**config.mk**
```make
export PLATFORM = sky130hd
export DESIGN_NAME = index_release_mask
export DESIGN_NICKNAME = d
export VERILOG_FILES = /design/src/rtl/index_release_mask.sv
export SDC_FILE = /design/constraint.sdc
export NUM_CORES = 1
export LEC_CHECK = 0
export ABC_AREA = 1
export CORE_AREA = 4 4 114 116
export CTS_CLUSTER_SIZE = 16
export DETAILED_ROUTE_END_ITERATION = 10
export DIE_AREA = 0 0 118 120
export PLACE_DENSITY = 0.62
export SLEW_MARGIN = 10
export SYNTH_ARGS = -nofsm -noshare
export SYNTH_HDL_FRONTEND = slang
export SYNTH_SLANG_ARGS = --single-unit
```
**constraint.sdc**
```tcl
create_clock -name clk -period 11.65 [get_ports clk]
set_input_delay 3.495 -clock clk [delete_from_list [all_inputs] [get_ports clk]]
set_output_delay 3.495 -clock clk [all_outputs]
set_load 0.05 [all_outputs]
```
**src/rtl/index_release_mask.sv**
```systemverilog
// Collects released 6-bit indices into a 64-bit pending mask and offers it on a count threshold or an age timeout.
// Optional macro RELEASE_DUP_CHECK_EN builds duplicate-release detection on dup_err.
module index_release_mask #(
  parameter int THRESH  = 4,
  parameter int TIMEOUT = 15
) (
  input  logic        clk,
  input  logic        rst,
  input  logic        rel0_en,
  input  logic [5:0]  rel0_idx,
  input  logic        rel1_en,
  input  logic [5:0]  rel1_idx,
  output logic        out_valid,
  input  logic        out_ready,
  output logic [63:0] out_mask,
  output logic [6:0]  out_cnt,
  output logic        hasany,
  output logic        dup_err
);

  typedef enum logic [1:0] {
    EMPTY   = 2'd0,
    COLLECT = 2'd1,
    OFFER   = 2'd2
  } state_t;

  state_t      r_state;
  state_t      w_state_next;
  logic [63:0] r_pend;
  logic [63:0] w_new_bits;
  logic [63:0] w_surv;
  logic [63:0] w_pend_next;
  logic [6:0]  r_cnt;
  logic [6:0]  w_cnt_next;
  logic [3:0]  r_age;
  logic [3:0]  w_age_next;
  logic        w_xfer;
  logic        w_same;
  logic        w_new0;
  logic        w_new1;
  logic        w_offer;

  // The count is tracked incrementally: only bits absent from the surviving mask add to it.
  always_comb begin
    w_new_bits = '0;
    if (rel0_en) w_new_bits[rel0_idx] = 1'b1;
    if (rel1_en) w_new_bits[rel1_idx] = 1'b1;
    w_xfer      = (r_state == OFFER) && out_ready;
    w_surv      = w_xfer ? 64'd0 : r_pend;
    w_same      = rel0_en && rel1_en && (rel0_idx == rel1_idx);
    w_new0      = rel0_en && !w_surv[rel0_idx];
    w_new1      = rel1_en && !w_surv[rel1_idx] && !w_same;
    w_cnt_next  = (w_xfer ? 7'd0 : r_cnt) + {6'd0, w_new0} + {6'd0, w_new1};
    w_pend_next = w_surv | w_new_bits;
  end

  always_comb begin
    w_age_next = 4'd0;
    if (w_cnt_next != 7'd0) begin
      if (w_xfer || (r_cnt == 7'd0))
        w_age_next = 4'd1;
      else if (r_age == 4'(TIMEOUT))
        w_age_next = r_age;
      else
        w_age_next = r_age + 4'd1;
    end
  end

  // Next state is chosen from the next count and age, so OFFER always matches the valid rule.
  always_comb begin
    w_state_next = r_state;
    w_offer = (int'(w_cnt_next) >= THRESH) ||
              ((w_cnt_next != 7'd0) && (w_age_next == 4'(TIMEOUT)));
    case (r_state)
      EMPTY, COLLECT, OFFER: begin
        if (w_offer)
          w_state_next = OFFER;
        else if (w_cnt_next != 7'd0)
          w_state_next = COLLECT;
        else
          w_state_next = EMPTY;
      end
      default: w_state_next = EMPTY;
    endcase
  end

  always_ff @(posedge clk) begin
    if (rst) begin
      r_state <= EMPTY;
      r_pend  <= '0;
      r_cnt   <= '0;
      r_age   <= '0;
    end else begin
      r_state <= w_state_next;
      r_pend  <= w_pend_next;
      r_cnt   <= w_cnt_next;
      r_age   <= w_age_next;
    end
  end

`ifdef RELEASE_DUP_CHECK_EN
  logic r_dup;

  // Re-releasing a bit that is being drained in this cycle is legitimate, not a duplicate.
  always_ff @(posedge clk) begin
    if (rst)
      r_dup <= 1'b0;
    else
      r_dup <= w_same ||
               (!w_xfer && ((rel0_en && r_pend[rel0_idx]) || (rel1_en && r_pend[rel1_idx])));
  end

  assign dup_err = r_dup;
`else
  assign dup_err = 1'b0;
`endif

  assign out_valid = (r_state == OFFER);
  assign out_mask  = r_pend;
  assign out_cnt   = r_cnt;
  assign hasany    = (r_cnt != 7'd0);

endmodule

```
# --- Word level (Yosys, flattened, before mapping) ---
# Cells that the tools add are included.
word_totals:
  register_bits: 77
  elab_cells: 59
  output_inout_bits: 74
op_classes:
  mux: 17
  eq_ne: 5
  add_sub_neg: 3
  magnitude_cmp: 5
  reduce_logical: 21
  n_bitwise: 3
ops:
  columns: ["operator", "n"]
  rows:
  - ["64-bit 2-to-1 mux", 3]
  - ["64-bit OR", 2]
  - ["7-bit by 1-bit adder with 7-bit output", 2]
  - ["6-bit by 7-bit less-than comparator with 1-bit output (second input constant)", 2]
  - ["7-bit nonzero test", 2]
  - ["1-bit binary-select mux with 6-bit select", 2]
  - ["1-bit demux with 6-bit select", 2]
  - ["6-bit by 1-bit greater-or-equal comparator with 1-bit output (second input constant)", 2]
  - ["4-bit 2-to-1 mux", 3]
  - ["1-bit logical AND", 9]
  - ["4-bit equality test (second input constant)", 2]
  - ["7-bit by 3-bit greater-or-equal comparator with 1-bit output (second input constant)", 1]
  - ["7-bit zero test", 1]
  - ["7-bit 2-to-1 mux", 1]
  - ["6-bit equality test", 1]
  - ["3-bit OR reduction", 2]
  - ["1-bit 2-to-1 mux", 5]
  - ["4-bit by 1-bit adder with 4-bit output (second input constant)", 1]
  - ["1-bit zero test", 3]
  - ["2-bit by 1-bit equality test with 1-bit output (second input constant)", 1]
  - ["2-bit equality test (second input constant)", 1]
  - ["2-bit zero test", 1]
  - ["1-bit logical OR", 2]
  - ["2-bit 2-to-1 mux", 1]
  - ["2 further kinds", 2]

# --- Logic depth before layout (Yosys ltp) ---
logic_depth:
  ltp_word: 15
  depth_mapped: 26

# --- Worst setup path before layout ---
# Ideal clock, no wire load.
synth_path:
  path_kind: "input to register"
  start: "input port rel1_idx[0]"
  end: "register r_state[0]"
  stages: 22
  n_path_buf: 2
  setup_time_ps: 111
  t_arrival_ps: 6185
  slack_ps: 5354
  path_cell_list: "buf_2 > clkinv_1 > clkbuf_1 > nand2_1 > nand3_1 > nand2_1 > o21a_1 > nor3_2 > nand3_1 > fa_1 > inv_1 > ha_1 > nand2_1 > nand3b_1 > nor2_1 > nand2_1 > nand2_1 > nand2_1 > nand3_2 > nand4_1 > nand2_1 > nor2_1"
synth_via:
  elab_chain_cells: 12
  word_cells_on_any_way: 17
  classes_between: "add/sub (1); order compare (1); eq/ne (2); mux (4); reduce/logical (9)"
synth_rtl:
  columns: ["element", "line_no", "source"]
  rows:
  - ["start: declaration", "12", "input logic [5:0] rel1_idx,"]
  - ["1-bit binary-select mux with 6-bit select", "52", "w_new1 = rel1_en && !w_surv[rel1_idx] && !w_same;"]
  - ["1-bit 2-to-1 mux (implied by the code)", "52", null]
  - ["1-bit zero test", "52", null]
  - ["1-bit logical AND", "52", null]
  - ["1-bit logical AND (*)", "52", null]
  - ["7-bit by 1-bit adder with 7-bit output (*)", "53", "w_cnt_next = (w_xfer ? 7'd0 : r_cnt) + {6'd0, w_new0} + {6'd0, w_new1};"]
  - ["7-bit nonzero test", "59, 73, 78", null]
  - ["4-bit 2-to-1 mux", "59", "if (w_cnt_next != 7'd0) begin"]
  - ["4-bit equality test", "73", "((w_cnt_next != 7'd0) && (w_age_next == 4'(TIMEOUT)));"]
  - ["1-bit logical AND", "73", null]
  - ["1-bit logical OR", "72", "w_offer = (int'(w_cnt_next) >= THRESH) ||"]
  - ["3-bit OR reduction (no line)", null, null]
  - ["end signal: assignment", "94", "r_state <= w_state_next;"]
  - ["end: declaration", "27", "state_t r_state;"]
# Mark *: on every way between the ends. The rest lies on a longest branch, timed or not. The select of a mux whose other input is x is not followed.
# A chain may end at the register's enable or synchronous reset.

# --- Final worst setup path ---
layout_path:
  start: "input port out_ready"
  end: "register r_age[2]"
layout_via:
  elab_chain_cells: 10
  word_cells_on_any_way: 18
  classes_between: "add/sub (2); mux (8); reduce/logical (8)"
layout_rtl:
  columns: ["element", "line_no", "source"]
  rows:
  - ["start: declaration", "14", "input logic out_ready,"]
  - ["1-bit logical AND (*)", "48", "w_xfer = (r_state == OFFER) && out_ready;"]
  - ["64-bit 2-to-1 mux", "49", "w_surv = w_xfer ? 64'd0 : r_pend;"]
  - ["1-bit binary-select mux with 6-bit select, on equally long branches", "51, 52", null]
  - ["1-bit 2-to-1 mux, on equally long branches", "51, 52", null]
  - ["1-bit zero test, on equally long branches", "51, 52", null]
  - ["1-bit logical AND, on equally long branches", "51, 52", null]
  - ["7-bit by 1-bit adder with 7-bit output or 1-bit logical AND (tied branches)", "53, 52", null]
  - ["7-bit by 1-bit adder with 7-bit output", "53", null]
  - ["7-bit nonzero test", "59", null]
  - ["4-bit 2-to-1 mux (*)", "59", null]
  - ["end signal: assignment", "97", "r_age <= w_age_next;"]
  - ["end: declaration", "35", "logic [3:0] r_age;"]
# Marks and branches as above.

==> flow_summary.json <==
{
  "status": "complete, no violations",
  "crit_fanout": 77,
  "yosys_warnings": 0,
  "top_layer": "met4",
  "fin_crit_ns": 7.11,
  "ios": 91,
  "die-area_um2": 14200,
  "clk_pin_slew_ns": 0.05,
  "routed_wirelength_um": 19900,
  "antenna_found_initial": 0,
  "avgSynthCellArea_um2": 6.27,
  "worstPathRequired_ns": 11.84,
  "synth_xor_area_frac": 0.00375,
  "drv_cap": 0,
  "synth_mux_area_frac": 0,
  "drc": 0,
  "drt-met1-wl_um": 8170,
  "routed_via_density": 5.82,
  "num-fill-cells": 1244,
  "netlist_instances": 745,
  "hold_buffers": 0,
  "cts_setup_buffers": 0,
  "grt_pass1_vias": 5233,
  "tightest_slew_ns": 1.28,
  "cp-end-kind": "flip-flop",
  "p_leak_nw": 2.28,
  "dr_wl_met3_um": 2020,
  "first_iter_violations": 698,
  "syn_area_um2": 4670,
  "grt_pass1_wl_um": 30200,
  "place_inst": 955,
  "clock_latency_ns": 0.35,
  "final_cells": 969,
  "p_comb_frac": 0.205,
  "fin_worst_skew_ns": 0.00546,
  "dpl.hpwl_um": 13700,
  "synthSimpleGateAreaFrac": 0.418,
  "setup-tns-final_ns": 0,
  "die_x_um": 118,
  "routedWlPerCell_um": 20.5,
  "fin_nets": 839,
  "slowest_delay_ns": 0.48,
  "die_h_um": 120,
  "cts_resized": 0,
  "peakVddDrop_mv": 0.0810,
  "synth_nets": 765,
  "r2r-end": "r_age[2]",
  "drive_gt1_frac": 0.0584,
  "ctsLongestPathBuffers": 2,
  "slowest_stage": "clkdlybuf4s50_1",
  "port_buffers": 89,
  "antenna_left": 0,
  "worstSetupPathType": "in -> reg",
  "cp-start-kind": "primary input",
  "synth_top_family_by_area": "simple AND/OR/NAND/NOR gates",
  "cts_tree": "built",
  "globalRouteTotalUtil": 0.278,
  "cp.arrival_ns": 7.30,
  "fmax_ghz": 0.141,
  "dr.pass1.iters": 8,
  "cts-root-buf": "clkbuf_16",
  "crit_path_frequent_cell": "nand2_1",
  "final_cell_mix": "nand2_1 (291), clkdlybuf4s50_1 (88), dfxtp_1 (77)",
  "power.internal_mw": 0.496,
  "placed_area_um2": 5600,
  "area_delta_synth_final_pct": 26.4,
  "grt_max_degree": 78,
  "cts_made_buffers": 9,
  "relSlewSlack": 0.145,
  "seqPwrFrac": 0.391,
  "rr_worst_depth": 21,
  "clkSinkCount": 77,
  "fin_area_um2": 5900,
  "crit_chain": "clkdlybuf4s50_1, nand3_2, buf_4, nand2_1, nand2_1, nand3_1, nand2_1, nor2_1, nor2_1, nor3b_1, nand3_1, fa_1, inv_1, ha_1, nand2_1, nand3b_1, nor2_1, nand3_1, nand2_1, nand3_2, nand2_1, nor3_1",
  "hold_violations": 0,
  "setup.worst_path.end": "r_age[2]",
  "slew_viol_final": 0,
  "cp_top_family": "simple AND/OR/NAND/NOR gates",
  "hold_path_depth": 2,
  "layout_commonest_cell": "nand2_1",
  "synth_compound_area_frac": 0.158,
  "path_depth": 22,
  "start_util": 0.392,
  "grt_overflow_total": 0,
  "path_buf_inv": 3,
  "crit_start": "out_ready",
  "cellPowerDensity_nw_per_um2": 121,
  "finalCritPeriodShare": 0.610,
  "rsz0062_at_grt": "false",
  "rows": 40,
  "synth_cell_types": 39,
  "route.met2.wl_um": 8770,
  "cts_max_level": 3,
  "hold_class": "reg -> reg",
  "core_um2": 11900,
  "synth-seq-area-share": 0.330,
  "r2r-start": "r_state[1]",
  "switchingPower_mw": 0.219,
  "n_antenna_cell": 0,
  "ys_ff_latch": 77,
  "p_clk_frac": 0.404,
  "setup_viol": 0,
  "rrSetupSlack_ns": 7.80,
  "via_count": 5635,
  "gp_congestion": 0.945,
  "switching_share": 0.306,
  "synth-adder-area-share": 0.00965
}
## routing by layer
metal / up-vias / GRT usage
li1: 2635 / -
met1: 2581 / 0.351
met2: 364 / 0.430
met3: 55 / 0.0745
met4: 0 / 0.153
met5: - / 0
## flip-flops by register name, summed over array words and instances, names as in the netlist
name	count
out_cnt	7
r_age	4
out_mask	64
r_state	2
## area by class of cell
cell class	instances	area [um2]	share of cell area
Clock inverter	1	30.0	0.00509
Inverter	52	195	0.0331
Multi-Input combinational cell	585	2760	0.467
Timing Repair Buffer	94	923	0.156
Clock buffer	13	270	0.0458
Tap cell	147	184	0.0312
Sequential cell	77	1540	0.261
## kinds of logic after synthesis
group           Yosys count
other cells               1
xor+xnor                  2
fa+ha+maj                 3
buf+inv                  83
flops                    77
compound gates          120
simple gates            459
## per-stage QoR
step                hold WS (ns)  worst slack [ns]  utilization  total power [mW]
floorplan                  0.541              5.35            -             0.385
global placement           0.528              4.20        0.470             0.428
detailed placement         0.526              4.23        0.470             0.430
CTS                        0.533              4.57        0.495             0.717
global route               0.559              4.10        0.495             0.743
finish                     0.533              4.54        0.495             0.715
## cells in the mapped netlist
cell type / count / area, um2
nor2_4: 2 / 22.5
buf_4: 2 / 15.0
a21boi_0: 1 / 7.51
nand2_1: 291 / 1090
o211ai_1: 1 / 7.51
inv_2: 4 / 15.0
dfxtp_1: 77 / 1540
nand3_2: 3 / 30.0
clkinv_1: 3 / 11.3
a221oi_1: 5 / 43.8
nand3_1: 45 / 225
buf_2: 10 / 50.1
buf_1: 3 / 11.3
clkbuf_1: 10 / 37.5
clkbuf_2: 1 / 5.00
nor4_2: 1 / 12.5
inv_1: 45 / 169
o21ai_1: 3 / 15.0
nor4_1: 1 / 6.26
a21oi_1: 15 / 75.1
nor3_1: 11 / 55.1
o2111ai_1: 1 / 8.76
nand3b_1: 2 / 15.0
nor3_2: 10 / 100
a21o_1: 1 / 7.51
xnor2_1: 2 / 17.5
o21a_1: 1 / 7.51
conb_1: 1 / 3.75
buf_6: 5 / 56.3
o21ai_0: 7 / 35.0
o22ai_1: 28 / 175
ha_1: 2 / 25.0
a31oi_1: 57 / 357
nor2_2: 3 / 18.8
nor3b_1: 1 / 7.51
fa_1: 1 / 20.0
nand4_1: 7 / 43.8
nand2_2: 6 / 37.5
nor2_1: 76 / 285
## tightest hold or removal path, delay by kind of cell, from the launching register on
family / cells / cell delay, ns
flip-flops: 1 / 0.31
AND/OR/NAND/NOR: 1 / 0.09
AO/OA/AOI/OAI: 1 / 0.08
## power by group through the flow
stage,clock network (mW),logic (mW),registers [mW]
finish,0.289,0.147,0.280
global route,0.303,0.159,0.281
CTS,0.293,0.144,0.280
detailed placement,0,0.144,0.286
global placement,0,0.143,0.285
floorplan,0,0.0818,0.303
## how the worst min path moves through the flow
stage	slack, ns	from	endpoint
2_1_floorplan	0.54	r_state[1]	r_state[1]
3_3_place_gp	0.53	out_mask[14]	out_mask[14]
3_5_place_dp	0.53	out_mask[56]	out_mask[56]
4_1_cts	0.53	out_mask[56]	out_mask[56]
5_1_grt	0.56	out_mask[56]	out_mask[56]
6_report	0.53	out_mask[56]	out_mask[56]
Power figures use the tool's default switching activity.
